==> config.mk <==
export PLATFORM = sky130hd
export DESIGN_NAME = rshift_arbiter
export DESIGN_NICKNAME = d
export VERILOG_FILES = /design/src/rtl/rshift_arbiter.sv
export SDC_FILE = /design/constraint.sdc
export NUM_CORES = 1
export LEC_CHECK = 0
export BUFFER_PORTS_ARGS = -buffer_cell sky130_fd_sc_hd__buf_2
export CAP_MARGIN = 20
export CORE_MARGIN = 5
export CORE_UTILIZATION = 52
export DETAILED_ROUTE_END_ITERATION = 8
export PLACE_DENSITY = 0.82
export SYNTH_ARGS = -nofsm -noshare
export SYNTH_HDL_FRONTEND = slang
export SYNTH_HIERARCHICAL = 1
export SYNTH_SLANG_ARGS = --single-unit
==> constraint.sdc <==
create_clock -name clk -period 9.7 [get_ports clk]
set_input_delay 1.94 -clock clk [delete_from_list [all_inputs] [get_ports clk]]
set_output_delay 1.94 -clock clk [all_outputs]
set_load 0.02 [all_outputs]
==> src/rtl/rshift_arbiter.sv <==
// Two-requester arbiter sharing one right shifter (fill bit + sticky) into a registered result slot.
// Optional build macro RSHIFT_ARB_RR_EN selects round-robin grant; default is fixed priority to requester 0.

module rshift_arbiter_shifter #(
  parameter int n = 32,
  parameter int s = 5
) (
  input  logic [n-1:0] data_i,
  input  logic [s-1:0] amt_i,
  input  logic         sgn_i,
  output logic [n-1:0] data_o,
  output logic         sticky_o
);
  logic [31:0]    amt_w;
  logic [31:0]    amt_c;
  logic [2*n-1:0] ext;
  logic [n-1:0]   fill_mask;

  always_comb begin
    amt_w = 32'(amt_i);
    amt_c = (amt_w >= 32'(n)) ? 32'(n) : amt_w;
    // Lower half of ext collects exactly the bits shifted out of data.
    ext       = {data_i, {n{1'b0}}} >> amt_c;
    fill_mask = ~({n{1'b1}} >> amt_c);
    data_o    = ext[2*n-1:n] | (sgn_i ? fill_mask : '0);
    sticky_o  = |ext[n-1:0];
  end
endmodule

module rshift_arbiter #(
  parameter int n = 32,
  parameter int s = 5
) (
  input  logic         clk,
  input  logic         reset,
  input  logic         req0_valid,
  output logic         req0_ready,
  input  logic [n-1:0] req0_data,
  input  logic [s-1:0] req0_amt,
  input  logic         req0_sgn,
  input  logic         req1_valid,
  output logic         req1_ready,
  input  logic [n-1:0] req1_data,
  input  logic [s-1:0] req1_amt,
  input  logic         req1_sgn,
  output logic         out_valid,
  input  logic         out_ready,
  output logic [n-1:0] out_data,
  output logic         out_sticky,
  output logic         out_id
);
  typedef enum logic {EMPTY, FULL} state_t;

  state_t       state_q;
  logic [n-1:0] data_q;
  logic         sticky_q;
  logic         id_q;

  logic         free;
  logic         accept;
  logic         grant1;
  logic         prefer1;
  logic [n-1:0] sel_data;
  logic [s-1:0] sel_amt;
  logic         sel_sgn;
  logic [n-1:0] shf_data;
  logic         shf_sticky;

`ifdef RSHIFT_ARB_RR_EN
  // ptr_q names the requester that wins a tie; it flips away from each granted requester.
  logic ptr_q;
  assign prefer1 = ptr_q;
`else
  assign prefer1 = 1'b0;
`endif

  always_comb begin
    free       = (state_q == EMPTY) || out_ready;
    grant1     = req1_valid && (!req0_valid || prefer1);
    accept     = free && !reset && (req0_valid || req1_valid);
    req0_ready = accept && !grant1;
    req1_ready = accept && grant1;
    sel_data   = grant1 ? req1_data : req0_data;
    sel_amt    = grant1 ? req1_amt  : req0_amt;
    sel_sgn    = grant1 ? req1_sgn  : req0_sgn;
  end

  rshift_arbiter_shifter #(.n(n), .s(s)) u_shifter (
    .data_i   (sel_data),
    .amt_i    (sel_amt),
    .sgn_i    (sel_sgn),
    .data_o   (shf_data),
    .sticky_o (shf_sticky)
  );

  always_ff @(posedge clk) begin
    if (reset) begin
      state_q  <= EMPTY;
      data_q   <= '0;
      sticky_q <= 1'b0;
      id_q     <= 1'b0;
`ifdef RSHIFT_ARB_RR_EN
      ptr_q    <= 1'b0;
`endif
    end else if (accept) begin
      state_q  <= FULL;
      data_q   <= shf_data;
      sticky_q <= shf_sticky;
      id_q     <= grant1;
`ifdef RSHIFT_ARB_RR_EN
      ptr_q    <= ~grant1;
`endif
    end else if (free) begin
      state_q  <= EMPTY;
    end
  end

  assign out_valid  = (state_q == FULL);
  assign out_data   = data_q;
  assign out_sticky = sticky_q;
  assign out_id     = id_q;
endmodule

==> impl_metrics.json, run 1 <==
{
  "status": "complete, no violations",
  "synth_top_area_share_pct": 17.0,
  "synth_edf_count": 0,
  "dieArea_um2": 9790,
  "p_leak_uw": 0.00193,
  "rrSetupSlack_ps": 8290,
  "wl_mm": 12.1,
  "syn-num-nets": 538,
  "arrival_ps": 5630,
  "syn_avg_cell_area_um2": 9.00,
  "cts_root_buffer": "clkbuf_8",
  "ant_nets": 0,
  "crit_fanout": 56,
  "port_buffers": 117,
  "required_ps": 9840,
  "yosysWarningCount": 6,
  "end_kind": "register",
  "layout_commonest_cell": "buf_2",
  "synthFlopType": "dfxtp_1",
  "sw_frac_of_total_pct": 40.2,
  "cts_setup_buffers": 0,
  "switchingPower_uw": 230,
  "start_util_pct": 53.2,
  "tightest_slew_ps": 904,
  "grt_pass1_vias": 3842,
  "critPathTopFamily": "multiplexers",
  "antenna_cells": 0,
  "ys_top_cells_by_area": "dfxtp_1 (17%), mux4_2 (14%), mux2_2 (12%)",
  "grt_usage_pct": 24.2,
  "worst_hold_slack_ps": 472,
  "die_x_um": 98.9,
  "firstDrtPassIters": 5,
  "synthArstFlopShare_pct": 0,
  "rsz0062_at_grt": "false",
  "critical_path_depth": 12,
  "power_frac_comb_pct": 52.7,
  "slew_violations": 0,
  "crit_path_cell_trace": "buf_2, nor2b_4, buf_4, mux2_4, mux4_1, mux4_1, nor4_2, o2111ai_1, o31ai_1, nand4bb_1, nand3b_1, a21oi_1",
  "cp-endpoint": "out_sticky",
  "cts_made_buffers": 5,
  "p_per_area_nw_per_um2": 122,
  "r2r-end": "out_data[12]",
  "setup_viol": 0,
  "ff_latch_area_um2": 701,
  "hold_viol": 0,
  "avgRoutedWirePerCell_um": 19.0,
  "max_stage_delay_ps": 800,
  "max_cap_violations": 0,
  "via_count": 4067,
  "final_util_pct": 60.3,
  "htree_levels": 2,
  "cts_resized": 0,
  "hold_buffers": 0,
  "syn_area_um2": 4110,
  "cts.sinks": 35,
  "final_layout_size_suffix_gt1_share_pct": 39.7,
  "final_cell_mix": "buf_2 (117), o21ai_0 (70), mux2_2 (44)",
  "grt-ovfl-total": 0,
  "grt_pass1_wl_mm": 19.7,
  "fin_crit_sh_pct": 56.6,
  "crit_top_cell": "mux4_1",
  "clock.fmax_ghz": 0.182,
  "nets": 616,
  "power_frac_clock_pct": 18.3,
  "drc": 0,
  "slowest_stage": "mux2_4",
  "clkLatencyLatePin_ps": 280,
  "ios": 118,
  "p_int_uw": 341,
  "path_class": "primary input to register",
  "rows": 32,
  "grt_max_degree": 68,
  "vias_per_cell": 6.37,
  "finClkSkew_ps": 6.90,
  "startpoint_type": "primary input",
  "n_fill_cell": 669,
  "dp_cells": 630,
  "hp-class": "register to register",
  "multi_input_area_um2": 3120,
  "slew-limit-headroom_pct": 39.6,
  "die_h_um": 98.9,
  "pwr-share-seq_pct": 29.0,
  "rr_worst_depth": 3,
  "ys_types": 48,
  "ys_seq_area_share_pct": 17.0,
  "ys_ff_latch": 35,
  "startpoint": "req0_valid",
  "clock_path_buffers": 2,
  "syn_inst": 457,
  "fp.coreArea_um2": 7730,
  "final_cells": 638,
  "max-vdd-ir-drop_mv": 0.0551,
  "antenna_found_initial": 0,
  "first_iter_violations": 271,
  "dpl.hpwl_mm": 9.29,
  "fin_setup_tns_ps": 0,
  "r2r-start": "out_valid",
  "cts_tree": "done",
  "synth_largest_area_cell": "dfxtp_1",
  "critical_path_buf_inv_count": 2,
  "min_period_ps": 5490,
  "clk_pin_slew_ps": 70,
  "synthToLayoutAreaGrowth_pct": 13.4,
  "gp_congestion": 0.967
}
[synthesized netlist by cell type, types with 2 or more instances]
library cell   n
a211o_1        2
a21oi_1       41
a22oi_1        2
and2_1         4
and3_1         2
buf_1          5
buf_2          6
buf_4          4
buf_6          7
clkbuf_1      26
dfxtp_1       35
inv_1          3
inv_2          2
mux2_2        44
mux2_4         9
mux2i_1       25
mux4_1         8
mux4_2        25
nand2_1       37
nand2b_1       2
nand3_1        3
nand3b_1      34
nand4_1        2
nand4bb_1      2
nor2_1         8
nor2b_4        2
nor3_1         4
o2111ai_1      2
o211ai_1       3
o21a_1         3
o21ai_0       70
o21ai_1        9
o221ai_1       4
o22a_1         4
o22ai_1        5
[power groups by stage]
stage	Clock [µW]	Combinational, µW	Sequential (µW)
after floorplan	0	202	187
after global placement	0	292	168
after detailed placement	0	296	169
after CTS	107	297	166
after global routing	114	324	167
final	104	301	165
[logic make-up after synthesis]
kind of cell / share of synthesized area (%)
AOI/OAI and AO/OA: 20.6
and+or+nand+nor: 15.0
muxes: 40.2
buffers and inverters: 7.12
DFF: 17.0
[metal layers]
layer | wire, µm | global-route usage (%)
met1 | 5050 | 32.4
met2 | 5980 | 41.1
met3 | 820 | 3.04
met4 | 298 | 6.41
met5 | 0 | 0
[cell type report]
class | count | share of cell area [%]
Clock buffer | 6 | 1.56
Timing Repair Buffer | 120 | 13.0
Tap cell | 102 | 2.74
Inverter | 6 | 0.483
Clock inverter | 2 | 0.268
Multi-Input combinational cell | 367 | 66.9
Sequential cell | 35 | 15.0
[state kept, by name, summed over array words and instances (netlist names)]
name / count
out_valid: 1
out_data: 32
out_sticky: 1
out_id: 1
[how the worst min path moves through the flow]
stage                             from      endpoint  slack [ps]  depth (start not counted)
after global placement    out_data[23]  out_data[23]         460                          2
final                     out_data[25]  out_data[25]         470                          2
after CTS                 out_data[31]  out_data[31]         470                          2
after detailed placement  out_data[15]  out_data[15]         460                          2
after global routing      out_data[23]  out_data[23]         490                          2
after floorplan            out_data[0]   out_data[0]         550                          2
[metrics by stage]
stage | setup WS, ps | total power (µW) | area [µm²]
3_3_place_gp | 4060 | 460 | 4580
3_5_place_dp | 3920 | 465 | 4580
4_1_cts | 4210 | 570 | 4660
5_1_grt | 3990 | 606 | 4660
2_1_floorplan | 4890 | 389 | 4110
6_report | 4210 | 570 | 4660
[worst reg2reg max path: cells and delay by family (launching register included)]
kind	cells	cell delay, ps
AO/OA/AOI/OAI	2	390
AND/OR/NAND/NOR	1	590
flip-flops	1	360
No activity file was read; power rests on OpenSTA's default activity.
==> run 2, diff against run 1 <==
--- a/config.mk
+++ b/config.mk
@@ -5,6 +5,7 @@
 export SDC_FILE = /design/constraint.sdc
 export NUM_CORES = 1
 export LEC_CHECK = 0
+export ABC_AREA = 1
 export BUFFER_PORTS_ARGS = -buffer_cell sky130_fd_sc_hd__buf_2
 export CAP_MARGIN = 20
 export CORE_MARGIN = 5
==> constraint.sdc (replaced) <==
create_clock -name clk -period 5.2 [get_ports clk]
set_input_delay 1.04 -clock clk [delete_from_list [all_inputs] [get_ports clk]]
set_output_delay 1.04 -clock clk [all_outputs]
set_load 0.02 [all_outputs]
==> run 2 against run 1 <==
Compared with the run above:
- clock power grew 93%
- critical path type unchanged
- critical path depth grew 9
- global-route usage increased by 0.62 points
- die area is 1.7% higher
- synthesized area is 1.9% higher
- register-to-register slack got worse by 4700 ps
- first-iteration DRC count up 77%
- routed wire length up 2.2%
- cell area is 1.5% higher
==> impl_metrics.json, run 2 <==
{
  "hp-class": "register to register",
  "slew-limit-headroom_pct": 53.9,
  "fin_ws_ps": 1560,
  "n_fill_cell": 858,
  "synthToLayoutAreaGrowth_pct": 12.9,
  "htree_levels": 2,
  "tightest_slew_ps": 689,
  "syn_inst": 819,
  "synthArstFlopShare_pct": 0,
  "synth_edf_count": 0,
  "sw_frac_of_total_pct": 45.6,
  "yosysMostFrequentCell": "nand2_1",
  "gp_congestion": 1.09,
  "max-vdd-ir-drop_mv": 0.142,
  "startpoint_type": "primary input",
  "crit_fanout": 38,
  "grt-ovfl-total": 0,
  "ys_ff_latch": 35,
  "finClkSkew_ps": 3.32,
  "required_ps": 5380,
  "hold_viol": 0,
  "ant_nets": 0,
  "first_iter_violations": 481,
  "firstDrtPassIters": 6,
  "cts_made_buffers": 5,
  "via_count": 5374,
  "crit_top_cell": "nand2_1",
  "grt_pass1_vias": 4760,
  "pwr-share-seq_pct": 29.4,
  "fin_setup_tns_ps": 0,
  "setup_viol": 0,
  "start_util_pct": 53.7,
  "synth_largest_area_cell": "nand2_1",
  "layout_commonest_cell": "nand2_1",
  "power_frac_clock_pct": 18.4,
  "max_cap_violations": 0,
  "p_per_area_nw_per_um2": 231,
  "cts_setup_buffers": 0,
  "post-place-ws_ps": 1330,
  "min_period_ps": 3640,
  "crit_path_cell_trace": "buf_2, inv_2, nor2_4, inv_2, nand2_1, nand2_1, buf_4, inv_1, buf_4, nand3_1, nand2_1, nand2_1, nand2_1, nor2_1, nand2_1, nor2_1, nand2_1, nand2_1, nand2_1, nand4_1, nand2_1",
  "antenna_found_initial": 0,
  "die_h_um": 99.8,
  "status": "complete, no violations",
  "critical_path_buf_inv_count": 6,
  "clock.fmax_ghz": 0.275,
  "vias_per_cell": 5.37,
  "grt_usage_pct": 24.8,
  "end_kind": "register",
  "avgRoutedWirePerCell_um": 12.4,
  "ys_top_cells_by_area": "nand2_1 (34%), dfxtp_1 (17%), nand3_1 (14%)",
  "wl_mm": 12.4,
  "fin_crit_sh_pct": 69.9,
  "slowest_stage": "inv_2",
  "rows": 32,
  "cts_root_buffer": "clkbuf_8",
  "antenna_cells": 0,
  "ios": 118,
  "syn_avg_cell_area_um2": 5.12,
  "final_cell_mix": "nand2_1 (381), nand3_1 (118), buf_2 (117)",
  "synthFlopType": "dfxtp_1",
  "r2r-start": "out_valid",
  "switchingPower_uw": 498,
  "ys_seq_area_share_pct": 16.7,
  "largest_register_ffs": 32,
  "max_stage_delay_ps": 410,
  "port_buffers": 117,
  "hp-start": "out_data[27]",
  "syn_area_um2": 4190,
  "p_int_uw": 595,
  "final_layout_size_suffix_gt1_share_pct": 17.1,
  "clock_path_buffers": 2,
  "syn-num-nets": 900,
  "arrival_ps": 3810,
  "rsz0062_at_grt": "false",
  "dp_cells": 993,
  "dieArea_um2": 9950,
  "cts_tree": "done",
  "grt_pass1_wl_mm": 21.2,
  "fp.coreArea_um2": 7810,
  "final_cells": 1000,
  "clkLatencyLatePin_ps": 280,
  "p_leak_uw": 0.00270,
  "path_class": "primary input to register",
  "clk_pin_slew_ps": 70,
  "power_frac_comb_pct": 52.2,
  "ys_types": 29,
  "yosysWarningCount": 6,
  "startpoint": "req1_valid",
  "synth_top_area_share_pct": 34.1,
  "drc": 0,
  "cts_resized": 0,
  "slew_violations": 0,
  "synth_common_cells": "nand2_1 (381), nand3_1 (118), nor2_1 (66)",
  "grt_max_degree": 40,
  "critPathTopFamily": "buffers and inverters",
  "die_x_um": 99.8,
  "hold_buffers": 0,
  "cts.sinks": 35,
  "dpl.hpwl_mm": 9.37,
  "nets": 979,
  "worst_hold_slack_ps": 513
}
==> run 2: changes by cell type after synthesis, moves of 25 or more <==
cell / before / now
inv_1: 3 / 52
mux2i_1: 25 / 0
nand4_1: 2 / 35
nor2_1: 8 / 66
nand3_1: 3 / 118
mux2_2: 44 / 0
nand3b_1: 34 / 0
a21oi_1: 41 / 7
nand2_1: 37 / 381
o21ai_0: 70 / 21
mux4_2: 25 / 0
==> run 2: tightest hold or removal path: cells and delay by family, from the launching register on <==
family / cells / cell delay (ps)
and+or+nand+nor: 3 / 120
DFF: 1 / 310
buffers and inverters: 1 / 40
==> run 2: cells by family (layout without fill, tap and decap cells) <==
family                 after synthesis  count (layout)  share of synthesized area [%]
AND/OR/NAND/NOR                    616             616                           62.2
flip-flops                          35              35                           16.7
buffers and inverters              115             194                           13.5
AO/OA/AOI/OAI                       53              53                           7.55
==> run 2: layer usage <==
layer  routed length, µm  GRT usage, %  up-vias
li1                    -             -     2787
met1                5480          34.1     2304
met3                1070          3.23       25
met5                   0             0        -
met2                5650          40.6      258
met4                 208          6.83        0
==> run 2: stage by stage <==
step | instance area, µm² | power [µW] | utilization (%)
finish | 4730 | 1090 | 60.6
global route | 4730 | 1190 | 60.6
CTS | 4730 | 1090 | 60.6
detailed placement | 4640 | 889 | 59.5
global placement | 4640 | 885 | 59.5
floorplan | 4190 | 752 | -
==> run 2: power groups by stage <==
stage	combinational, µW	sequential (µW)	clock (µW)
CTS	565	322	203
global route	645	326	222
floorplan	381	371	0
finish	571	322	201
detailed placement	562	327	0
global placement	558	327	0
==> run 2: final cells by class <==
class	instances	area (µm²)	area share, %
clock buffer	6	82.6	1.75
clock inverter	1	5.00	0.106
inverter	60	233	4.92
multi-input combinational	669	2920	61.8
sequential	35	701	14.8
tap	102	128	2.70
timing repair buffer	127	661	14.0
==> run 2: path summary, 6_finish.rpt <==
kind,to,slack (ps),cells past startpoint
worst max-delay path,out_sticky,1560,21
worst max register to register,out_data[13],3550,4
worst min register to register,out_data[27],510,4
worst min-delay path,out_data[27],510,4
